==> config.mk <==
export PLATFORM = sky130hd
export DESIGN_NAME = updown_counter
export DESIGN_NICKNAME = d
export VERILOG_FILES = /design/src/rtl/updown_counter.sv
export SDC_FILE = /design/constraint.sdc
export NUM_CORES = 1
export LEC_CHECK = 0
export ABC_AREA = 1
export BUFFER_PORTS_ARGS = -buffer_cell sky130_fd_sc_hd__buf_2
export CAP_MARGIN = 25
export CORE_MARGIN = 2
export CORE_UTILIZATION = 38
export CTS_CLUSTER_SIZE = 28
export DETAILED_ROUTE_END_ITERATION = 10
export GPL_ROUTABILITY_DRIVEN = 0
export PLACE_DENSITY = 0.67
export SYNTH_ARGS = -nofsm -noshare
export SYNTH_HDL_FRONTEND = slang
export SYNTH_SLANG_ARGS = --single-unit
==> constraint.sdc <==
create_clock -name clk -period 1.9 [get_ports clk]
set_input_delay 0.095 -clock clk [delete_from_list [all_inputs] [get_ports clk]]
set_output_delay 0.095 -clock clk [all_outputs]
set_load 0.02 [all_outputs]
==> src/rtl/updown_counter.sv <==
// updown_counter: parametrised up/down counter with clear, load, wrap/saturate,
// enable prescaler, boundary flags and a registered overflow pulse.
// Ports:
//   clk      - rising-edge clock
//   rst      - asynchronous active-low reset
//   clr      - synchronous clear (highest priority)
//   load     - synchronous parallel load, clamped to MAX_VAL
//   load_val - value for load
//   en       - count enable (advances the prescaler)
//   dir      - 1 = up, 0 = down
//   count    - registered count value
//   at_zero  - count == 0
//   at_max   - count == MAX_VAL
//   tc       - terminal count for the current direction
//   ovf      - one-cycle pulse on a boundary step (wrap or blocked step)
module updown_counter #(
  parameter int unsigned WIDTH    = 8,
  parameter int unsigned MAX_VAL  = (2 ** WIDTH) - 1,
  parameter int unsigned SATURATE = 0,
  parameter int unsigned PRESCALE = 1
) (
  input  logic             clk,
  input  logic             rst,
  input  logic             clr,
  input  logic             load,
  input  logic [WIDTH-1:0] load_val,
  input  logic             en,
  input  logic             dir,
  output logic [WIDTH-1:0] count,
  output logic             at_zero,
  output logic             at_max,
  output logic             tc,
  output logic             ovf
);

  localparam int unsigned PW = (PRESCALE > 1) ? $clog2(PRESCALE) : 1;
  localparam logic [WIDTH-1:0] MAXV  = WIDTH'(MAX_VAL);
  localparam logic [PW-1:0]    PLAST = PW'(PRESCALE - 1);

  logic [WIDTH-1:0] r_count;
  logic [PW-1:0]    r_pre;
  logic             r_ovf;

  logic [WIDTH-1:0] w_count_nxt;
  logic [PW-1:0]    w_pre_nxt;
  logic             w_ovf_nxt;
  logic             w_tick;

  // Flags come straight from the count register; tc tracks dir combinationally.
  assign count   = r_count;
  assign ovf     = r_ovf;
  assign at_zero = (r_count == '0);
  assign at_max  = (r_count == MAXV);
  assign tc      = dir ? at_max : at_zero;
  assign w_tick  = en && (r_pre == PLAST);

  // Next-state: clr > load > step > hold.
  always_comb begin
    w_count_nxt = r_count;
    w_pre_nxt   = r_pre;
    w_ovf_nxt   = 1'b0;
    if (clr) begin
      w_count_nxt = '0;
      w_pre_nxt   = '0;
    end else if (load) begin
      // Widen before comparing so the clamp never wraps.
      w_count_nxt = (32'(load_val) > MAX_VAL) ? MAXV : load_val;
      w_pre_nxt   = '0;
    end else if (en) begin
      if (w_tick) begin
        w_pre_nxt = '0;
        if (tc) begin
          // Boundary step: wrap to the opposite end, or hold when saturating.
          w_ovf_nxt = 1'b1;
          if (SATURATE == 0) begin
            w_count_nxt = dir ? '0 : MAXV;
          end
        end else begin
          w_count_nxt = dir ? (r_count + WIDTH'(1)) : (r_count - WIDTH'(1));
        end
      end else begin
        w_pre_nxt = r_pre + PW'(1);
      end
    end
  end

  // State registers.
  always_ff @(posedge clk or negedge rst) begin
    if (!rst) begin
      r_count <= '0;
      r_pre   <= '0;
      r_ovf   <= 1'b0;
    end else begin
      r_count <= w_count_nxt;
      r_pre   <= w_pre_nxt;
      r_ovf   <= w_ovf_nxt;
    end
  end

endmodule

* After elaboration in Yosys (flattened, before gate mapping)
Cells that the tools add are included.
** Cells by class
- $add $sub $neg :: 3
- Eq/ne operators :: 1
- Multiplexer cells :: 17
- Bitwise gates (word level) :: 1
- Reduce and logical (&&, ||, !) cells :: 5
** Operator list (count)
- 2-to-1 mux 8 bit :: 7
- 2-to-1 mux 1 bit :: 10
- adder 8 x 1 -> 8 bit, second input constant :: 1
- equality test 8 bit, second input constant :: 1
- logical NOT 8 bit :: 1
- subtractor 8 x 1 -> 8 bit, second input constant :: 1
- nonzero test 3 bit :: 2
- AND reduction 2 bit :: 1
- adder 1 bit, second input constant :: 1
- logical AND 1 bit :: 1
- NOT 1 bit :: 1
** Storage, ports and cells
- Register bits :: 10
- Input bits :: 14
- Output and inout bits :: 12

* Depth between registers and ports, before layout
Gate-level depths: netlist (run 1).
- Depth after elaboration :: 7
- Depth in mapped cells :: 11

* Worst setup path before layout (run 1)
Ideal clock, no wire load.
- Kind :: register to register
- From :: register r_count[0], in the netlist count[0]
- To :: register r_count[6], in the netlist count[6]
- Setup time :: 0.117 ns
- Arrival :: 1.506 ns
- Data required time :: 1.783 ns
- Slack :: 0.277 ns
- Cell stages (with the launch flop) :: 9
- Path buffers :: 0
- Period minus slack after synthesis :: 1.623 ns
- Cell sequence :: dfrtp_1 inv_2 fa_1 o21ai_1 nand2_1 nand3_1 nand3_1 nand2_1 nand2_1
** On the way
- Cells in the longest elaborated chain, start to end :: 7
** RTL lines
- start, declared :: line 40 : logic [WIDTH-1:0] r_count;
- start signal, assigned :: line 94 : r_count <= w_count_nxt;
- subtractor 8 x 1 -> 8 bit, or another cell as far along :: line 79 : w_count_nxt = dir ? (r_count + WIDTH'(1)) : (r_count - WIDTH'(1));
- 2-to-1 mux 8 bit or 2-to-1 mux 1 bit (tied branches) :: line 79, 54
- 2-to-1 mux 8 bit (*) :: line 72 : if (tc) begin
- 2-to-1 mux 8 bit (*) :: line 70 : if (w_tick) begin
- 2-to-1 mux 8 bit (*) :: line 69 : end else if (en) begin
- 2-to-1 mux 8 bit (*) :: line 65 : end else if (load) begin
- 2-to-1 mux 8 bit (*) :: line 62 : if (clr) begin
Mark *: on every way between the ends. The rest lies on a longest branch, timed or not. The select of a mux whose other input is x is not followed.
A chain may end at the register's enable or synchronous reset.

* Final worst setup path (run 1)
Ends and elaborated chain as after synthesis.

==> metrics.txt, run 1 <==
post-DP HPWL=around 1800 µm; maximum VDD drop=about 0.00037 V; Inserted Diodes=0; global-route usage over all layers=18.9%; Slew Limit Fails=0; Post-Place Worst Slack=~0.22 ns; Root Driver=clkbuf_4; TritonCTS sink count=10; core region area=2230 µm²; H-Tree Depth=1; Max Cap Violations=0; I/O Buffers=25; Num CTS Buffers=3; Cell variety after synth=26; WP data arrival=1.86 ns; Startpoint Class=flop; outcome=complete, no violations; Worst-Skew Late Latency=between 0.2 and 0.3 ns; vias per cell=4.77; CP Cell Sequence=inv_2 -> fa_1 -> o21ai_1 -> nand2_1 -> nand3_1 -> nand3_1 -> nand2_1 -> nand2_1; initial drt markers=15; Seq/Total Area, Yosys=between 20% and 30%; Routed WL per cell=roughly 11 µm; final setup fails=0; global route overflow=0; die height=around 53 µm; Final Hold Fails=0; maximum clock insertion buffer count=2; Tcrit/Tclk final=about nine tenths; routed wire length=between 2000 and 2500 µm; r2r setup slk=just over 0.2 ns; global-route wire length before repair=a little under 4000 µm; Fmax=591 MHz; CP Data Required Time=slightly above 2 ns; worst reg2reg path endpoint=count[6]$_DFFE_PN0P_; Gate Count Post-Synth=approximately 140; drt first pass iters=4; CP delay by family, top=adder cells; number of routed nets with antenna violations=0; LEAKAGE=about 0.64 nW; Worst-Margin Slew=approximately 0.34 ns; minimum hold slack=approximately 0.027 ns; crit path max fanout=4; DR DRC count=0; YS warnings=0; vias in the first global route=slightly below 900; largest net degree at the start of global routing=11; FF-to-FF Start=count[0]$_DFFE_PN0P_; worst hold endpoint=r_pre$_DFFE_PN0P_; Synth Register Bits=10; Final Worst Setup Slack=between 0.2 and 0.25 ns; Slew HR=between 70 and 80%; RSZ-0062 raised after global routing=no; PwrDens=718 nW/µm²; Post-CTS Resized=0; synthesized cell area=910 µm²; initial core utilization=40.7%; Crit path top cell by count=nand2_1; vias=a little over 900; layout cells sized above 1=~25%; Worst Hold Class=input pin to flop; I/O pin total=26; Setup TNS=0 ns; fin crit period=around 1.7 ns; clock transition at the registers of the reported paths=0.08 ns; CP Capture Type=flop; CP Buf/Inv Count=1; Die ar.=2800 µm²; area grow syn2layout=22.7%; slowest stage cell, crit path=fa_1; Largest stage delay, worst path=~0.44 ns; Die X=between 50 and 60 µm; syn nets=about 160; Reg2Reg Depth=8; Mean Syn Cell Area=6.64 µm²; nets@finish=approximately 190; CTS tree=yes; skew final=around 0.0092 ns; startpoint of the worst hold path=en; row count=17; hold depth=2; CP Class=flop to flop; initial antenna violation count=0
## area by class of cell
cell class | count | area, µm²
Multi-Input combinational cell | 108 | 588
Timing Repair Buffer | 26 | 135
Fill cell | 249 | 1120
Inverter | 19 | 71.3
Clock buffer | 4 | 36.3
Tap cell | 28 | 35.0
Sequential cell | 10 | 250
## where the power goes
part	total (mW)	internal, mW	switching (mW)
Combinational	0.331	0.127	0.204
Clock	0.205	0.117	0.0882
Sequential	0.266	0.234	0.0312
## metrics by stage
stage | area [µm²] | std cells | util, % | power [mW]
finish | 1120 | 195 | 50.0 | 0.801
global route | 1120 | 195 | 50.0 | 0.864
CTS | 1120 | 195 | 50.0 | 0.807
detailed placement | 1070 | 190 | 47.9 | 0.598
global placement | 1070 | 190 | 47.9 | 0.595
floorplan | 910 | 137 | - | 0.503
## synthesized netlist by cell type
cell	count	area [µm²]
a21o_1	1	7.51
a21oi_1	3	15.0
a21oi_2	1	8.76
a21oi_4	1	16.3
and2_1	1	6.26
dfrtp_1	10	250
fa_1	1	20.0
ha_1	6	75.1
inv_1	14	52.6
inv_2	5	18.8
nand2_1	48	180
nand2_4	1	11.3
nand3_1	9	45.0
nand3_2	1	10.0
nand4_1	1	6.26
nor2_1	19	71.3
nor2_4	1	11.3
nor3_1	1	5.00
nor3_2	1	10.0
nor3b_2	1	12.5
o21ai_1	4	20.0
o21ai_2	1	8.76
o22ai_1	1	6.26
or2_1	1	6.26
xnor2_1	2	17.5
xor2_1	2	17.5
## cells by family (layout without fill, tap and decap cells)
group,after synthesis,after routing,synth area share (%)
AOI/OAI and AO/OA,12,12,9.08
xor gates and xnor gates,4,4,3.85
adders and majority gates,7,7,10.5
buffers and inverters,19,49,7.84
DFF,10,10,27.5
and+or+nand+nor,85,85,41.3
## registers in the layout, indices dropped and copies added (netlist names)
name,count
ovf,1
r_pre,1
count,8
## routing by layer
layer	routed length (µm)	part of all wire, %	vias to the layer above	GRT usage (%)
met5	0	0	-	0
met4	43	1.9	0	8.97
met3	112	5.0	5	1.69
met2	1030	46	24	29.4
met1	1050	47	413	26.3
li1	-	-	489	-
## worst max path at each step
stage | from | to | slack, ns | cells after the start
finish | count[0]$_DFFE_PN0P_ | count[6]$_DFFE_PN0P_ | 0.21 | 8
floorplan | count[0]$_DFFE_PN0P_ | count[6]$_DFFE_PN0P_ | 0.28 | 8
global placement | count[0]$_DFFE_PN0P_ | count[6]$_DFFE_PN0P_ | 0.26 | 8
CTS | count[0]$_DFFE_PN0P_ | count[6]$_DFFE_PN0P_ | 0.20 | 8
global route | count[1]$_DFFE_PN0P_ | count[6]$_DFFE_PN0P_ | 0.09 | 8
detailed placement | count[0]$_DFFE_PN0P_ | count[6]$_DFFE_PN0P_ | 0.22 | 8
## timing repair
action,CTS,global route
endpoints found under the hold margin,10,0
endpoints found under the setup margin,0,0
setup buffers,0,0
hold buffers,1,0
## cells in the final DEF, fill, tap and decap left out, types with 4 or more instances in the layout
master	n
ha_1	6
inv_2	5
inv_1	14
nand3_1	9
dfrtp_1	10
o21ai_1	4
nor2_1	19
nand2_1	48
buf_2	25
## worst reg2reg max path: cells and delay by family, from the launching register on
| family | cells | cell delay [ns] |
|---|---|---|
| AOI/OAI and AO/OA | 1 | 0.25 |
| DFF | 1 | 0.40 |
| and+or+nand+nor | 5 | 0.42 |
| buffers and inverters | 1 | 0.08 |
| adders and majority gates | 1 | 0.44 |
Note: power is estimated with default switching activity, not from simulation.
==> run 2: changes to the inputs <==
==> constraint.sdc (replaced) <==
create_clock -name clk -period 1.6 [get_ports clk]
set_input_delay 0.08 -clock clk [delete_from_list [all_inputs] [get_ports clk]]
set_output_delay 0.08 -clock clk [all_outputs]
set_load 0.02 [all_outputs]
==> run 2 against run 1 <==
Effect of this change: sequential power grew 15%; register-to-register slack lost 0.097 ns; largest cell class unchanged; worst setup slack worse by 0.17 ns; die area stayed put; first-iteration DRC count up 6.7%; clock skew decreased by 0.0063 ns; via count rose by 9.0%; global-route usage grew 1.3 points.
==> metrics.txt, run 2 (synthesis results as in run 1) <==
global-route wire length before repair=4080 µm (was 3860 µm); Max Cap Violations=0 (unchanged); vias in the first global route=964 (was 874); Final Hold Fails=0 (unchanged); Largest stage delay, worst path=0.40 ns (was 0.44 ns); CTS tree=yes (unchanged); Startpoint Class=flop (unchanged); global-route usage over all layers=20.3% (was 18.9%); core region area=2230 µm² (unchanged); most frequent cells in the layout=nand2_1 (47), buf_2 (24), nor2_1 (16) (was nand2_1 (48), buf_2 (25), nor2_1 (19)); fin crit period=around 1.6 ns; post-DP HPWL=1930 µm (was 1820 µm); clock transition at the registers of the reported paths=0.07 ns (was 0.08 ns); CP Class=flop to output port (was flop to flop); Final Worst Setup Slack=0.0324 ns (was 0.207 ns); slowest stage cell, crit path=dfrtp_1 (was fa_1); final setup fails=0 (unchanged); Crit path top cell by count=nor2_2 (was nand2_1); initial core utilization=40.7% (unchanged); Filler Cell Count=232 (was 249); WP data arrival=1.49 ns (was 1.86 ns); DR DRC count=0 (unchanged); CP Cell Sequence=buf_4 -> nor2_2 -> nand3_2 -> nor2_2 -> nand2_1 -> nand2_2 -> buf_6 (was inv_2 -> fa_1 -> o21ai_1 -> nand2_1 -> nand3_1 -> nand3_1 -> nand2_1 -> nand2_1); Slew HR=73.5% (was 77.3%); H-Tree Depth=1 (unchanged); Root Driver=clkbuf_4 (unchanged); I/O pin total=26 (unchanged); initial antenna violation count=0 (unchanged); Worst-Margin Slew=0.397 ns (was 0.340 ns); largest net degree at the start of global routing=11 (unchanged); maximum VDD drop=0.000625 V (was 0.000374 V); vias per cell=4.90 (was 4.77); Worst Hold Class=input pin to flop (unchanged); outcome=complete, no violations (unchanged); Tcrit/Tclk final=between 90% and 100%; Routed WL per cell=11.9 µm (was 11.5 µm); vias=1015 (was 931); CP Data Required Time=1.52 ns (was 2.07 ns); nets@finish=201 (was 189); Layout Cells excl Fill=207 (was 195); PwrDens=819 nW/µm² (was 718 nW/µm²); crit path max fanout=4 (unchanged); Placed Cells=201 (was 190); Post-Place Worst Slack=0.0218 ns (was 0.223 ns); commonest non-fill, non-tap cell in the layout=nand2_1 (unchanged); Worst-Skew Late Latency=0.28 ns (about the same); die height=52.9 µm (unchanged); layout cells sized above 1=38.0% (was 25.1%); global route overflow=0 (unchanged); area grow syn2layout=41.7% (was 22.7%); TritonCTS sink count=10 (unchanged); maximum clock insertion buffer count=2 (unchanged); Slew Limit Fails=0 (unchanged); RSZ-0062 raised after global routing=yes (was no); initial drt markers=16 (was 15); Die X=52.9 µm (unchanged); routed wire length=2460 µm (was 2240 µm); Num CTS Buffers=3 (unchanged); r2r setup slk=0.11 ns (was 0.21 ns); drt first pass iters=4 (unchanged); Die ar.=2800 µm² (unchanged); Fmax=around 640 MHz; I/O Buffers=25 (unchanged); CP Capture Type=output port (was flop); Inserted Diodes=0 (unchanged); row count=17 (unchanged); max FFs per register=8 (unchanged); LEAKAGE=0.709 nW (was 0.639 nW); number of routed nets with antenna violations=0 (unchanged); skew final=0.00288 ns (was 0.00916 ns)
-- run 2: layout make-up --
type	count	area, µm²	area share (%)
well taps	28	35.0	2.72
inverters	19	71.3	5.53
clock buffers	4	36.3	2.82
multi-input cells	108	657	51.0
flip-flops and latches	10	254	19.7
repair buffers	38	235	18.3
-- run 2: where the power goes --
| group | switching [mW] | total (mW) | leakage [nW] | internal (mW) |
|---|---|---|---|---|
| clock | 0.100 | 0.239 | 0.0210 | 0.139 |
| sequential | 0.0271 | 0.307 | 0.126 | 0.280 |
| combinational | 0.289 | 0.509 | 0.562 | 0.220 |
-- run 2: per-stage QoR --
| stage | hold slack (ns) | power (mW) | area, µm² | TNS [ns] | utilization (%) |
|---|---|---|---|---|---|
| global route | 0.0366 | 1.14 | 1290 | -0.0915 | 57.7 |
| global placement | -0.0402 | 0.762 | 1150 | 0 | 51.7 |
| CTS | 0.0193 | 1.01 | 1200 | 0 | 53.9 |
| floorplan | -0.216 | 0.599 | 912 | 0 | - |
| detailed placement | -0.0390 | 0.768 | 1150 | 0 | 51.7 |
| finish | 0.0189 | 1.06 | 1290 | 0 | 57.7 |
-- run 2: critical path: cells and delay by family, from the launching register on --
kind          cells  cell delay [ns]
simple gates      5             0.53
flops             1             0.40
buf+inv           2             0.28
-- run 2: what timing repair did --
action / 4_1_cts / 5_1_grt
endpoints found under the setup margin: 1 / 6
resized for setup: 1 / 17
hold buffers: 1 / 0
pin swaps: 0 / 4
endpoints found under the hold margin: 10 / 0
setup buffers: 0 / 1
-- run 2: routing by layer --
metal | vias to the layer above | track usage [%] | wire, µm
li1 | 515 | - | -
met1 | 470 | 26.8 | 1130
met2 | 25 | 33.5 | 1190
met3 | 5 | 2.54 | 99
met4 | 0 | 7.69 | 37
met5 | - | 0 | 0
-- run 2: final timing paths --
check,start,end,cells past startpoint
setup / recovery,count[4]$_DFFE_PN0P_,tc,7
hold / removal,en,r_pre$_DFFE_PN0P_,2
setup reg to reg,count[2]$_DFFE_PN0P_,count[3]$_DFFE_PN0P_,7
hold reg to reg,r_pre$_DFFE_PN0P_,ovf$_DFF_PN0_,3
max in group asynchronous,rst,count[1]$_DFFE_PN0P_,2
min in group asynchronous,rst,count[0]$_DFFE_PN0P_,2
==> run 3: changes to the inputs <==
==> constraint.sdc (replaced) <==
create_clock -name clk -period 1.6 [get_ports clk]
set_input_delay 0.08 -clock clk [delete_from_list [all_inputs] [get_ports clk]]
set_output_delay 0.08 -clock clk [all_outputs]
set_load 0.005 [all_outputs]
==> run 3 against run 2 <==
Effect of this change: cell count rose by 0.97%; power rose by 2.4%; largest cell class unchanged; highest routed layer unchanged; largest power group unchanged; worst setup slack got worse by 0.0087 ns; wire length rose by 12%; critical endpoint unchanged.
==> metrics.txt, run 3 (synthesis results as in run 1) <==
outcome=complete, no violations (unchanged); routed wire length=2750 µm (was 2460 µm); CP Data Required Time=1.52 ns (about the same); Final Hold Fails=0 (unchanged); Worst-Margin Slew=0.520 ns (was 0.397 ns); max FFs per register=8 (unchanged); initial antenna violation count=0 (unchanged); layout cells sized above 1=39.8% (was 38.0%); global-route usage over all layers=19.8% (was 20.3%); Root Driver=clkbuf_4 (unchanged); CP Capture Type=output port (unchanged); fin crit period=1.58 ns (was 1.57 ns); row count=17 (unchanged); CP Class=flop to output port (unchanged); RSZ-0062 raised after global routing=yes (unchanged); Num CTS Buffers=3 (unchanged); Startpoint Class=flop (unchanged); Placed Cells=201 (unchanged); maximum clock insertion buffer count=2 (unchanged); core region area=2230 µm² (unchanged); I/O pin total=26 (unchanged); Max Cap Violations=0 (unchanged); vias in the first global route=970 (was 964); global route overflow=0 (unchanged); DR DRC count=0 (unchanged); Total Power=1.08 mW (was 1.06 mW); global-route wire length before repair=4060 µm (was 4080 µm); drt first pass iters=4 (unchanged); Inserted Diodes=0 (unchanged); number of routed nets with antenna violations=0 (unchanged); skew final=0.00222 ns (was 0.00288 ns); clock transition at the registers of the reported paths=0.08 ns (was 0.07 ns); nets@finish=203 (was 201); Slew Limit Fails=0 (unchanged); final setup fails=0 (unchanged); Routed WL per cell=13.2 µm (was 11.9 µm); Layout Cells excl Fill=209 (was 207); Die X=52.9 µm (unchanged); vias per cell=5.00 (was 4.90); Slew HR=65.3% (was 73.5%); PwrDens=805 nW/µm² (was 819 nW/µm²); Core Util, Final=60.1% (was 57.7%); Final Worst Setup Slack=0.0237 ns (was 0.0324 ns); H-Tree Depth=1 (unchanged); commonest non-fill, non-tap cell in the layout=nand2_1 (unchanged); TritonCTS sink count=10 (unchanged); Post-Place Worst Slack=-0.0879 ns (was 0.0218 ns); CTS tree=yes (unchanged); Fmax=634 MHz (was 638 MHz); crit path max fanout=5 (was 4); post-DP HPWL=2020 µm (was 1930 µm); WP data arrival=1.50 ns (was 1.49 ns); I/O Buffers=25 (unchanged); Die ar.=2800 µm² (unchanged); maximum VDD drop=0.000505 V (was 0.000625 V); Tcrit/Tclk final=98.5% (was 98.0%); vias=1046 (was 1015); most frequent cells in the layout=nand2_1 (45), buf_2 (24), nor2_1 (16) (was nand2_1 (47), buf_2 (24), nor2_1 (16)); die height=52.9 µm (unchanged); Worst-Skew Late Latency=0.27 ns (was 0.28 ns); Worst Hold Class=input pin to flop (unchanged); initial drt markers=43 (was 16); largest net degree at the start of global routing=11 (unchanged); initial core utilization=40.7% (unchanged); LEAKAGE=0.729 nW (was 0.709 nW); area grow syn2layout=47.6% (was 41.7%)
run 3: area by class of cell:
type	instances	area [µm²]
Multi-Input combinational cell	108	692
Timing Repair Buffer	40	258
Tap cell	28	35.0
Fill cell	223	891
Sequential cell	10	250
Clock buffer	4	36.3
Inverter	19	71.3
run 3: worst paths after layout:
path,from,end,slack (ns),depth (start not counted)
min in group asynchronous,rst,count[2]$_DFFE_PN0P_,0.21,2
min reg2reg,r_pre$_DFFE_PN0P_,ovf$_DFF_PN0_,0.58,3
max reg2reg,count[2]$_DFFE_PN0P_,count[7]$_DFFE_PN0P_,0.05,9
max in group asynchronous,rst,count[6]$_DFFE_PN0P_,1.19,2
min,en,r_pre$_DFFE_PN0P_,0.03,2
max,count[2]$_DFFE_PN0P_,tc,0.02,6
run 3: metal layers:
metal,wire length (µm),GRT usage [%],vias up
met1,1130,25.1,480
li1,-,-,523
met4,11,6.84,0
met3,150,2.26,2
met2,1460,34.4,41
met5,0,0,-
run 3: worst max-delay path: stages, from the launching register on:
cell and delay (ns):
dfrtp_1 0.43, buf_6 0.15, nand2_2 0.07, nor3_4 0.18, nand3_2 0.18, nand2_2 0.13
buf_6 0.10
run 3: where the power goes:
part / total [mW] / switching [mW] / internal (mW)
Combinational: 0.535 / 0.287 / 0.248
Clock: 0.241 / 0.103 / 0.138
Sequential: 0.304 / 0.0257 / 0.278
Total: 1.08 / 0.416 / 0.665
run 3: timing repair:
item / CTS / global route
setup endpoints to repair: 1 / 4
buffers inserted: 0 / 3
pin swaps: 0 / 11
gates resized for setup: 1 / 23
hold buffers: 1 / 0
endpoints found under the hold margin: 10 / 0
run 3: per-stage QoR:
step                      TNS [ns]  hold slack [ns]  cell area (µm²)
after floorplan                  0           -0.216              910
after global placement     -0.0216          -0.0419             1150
after detailed placement    -0.151          -0.0370             1150
after CTS                        0           0.0280             1200
after global routing        -0.192           0.0373             1340
final                            0           0.0259             1340
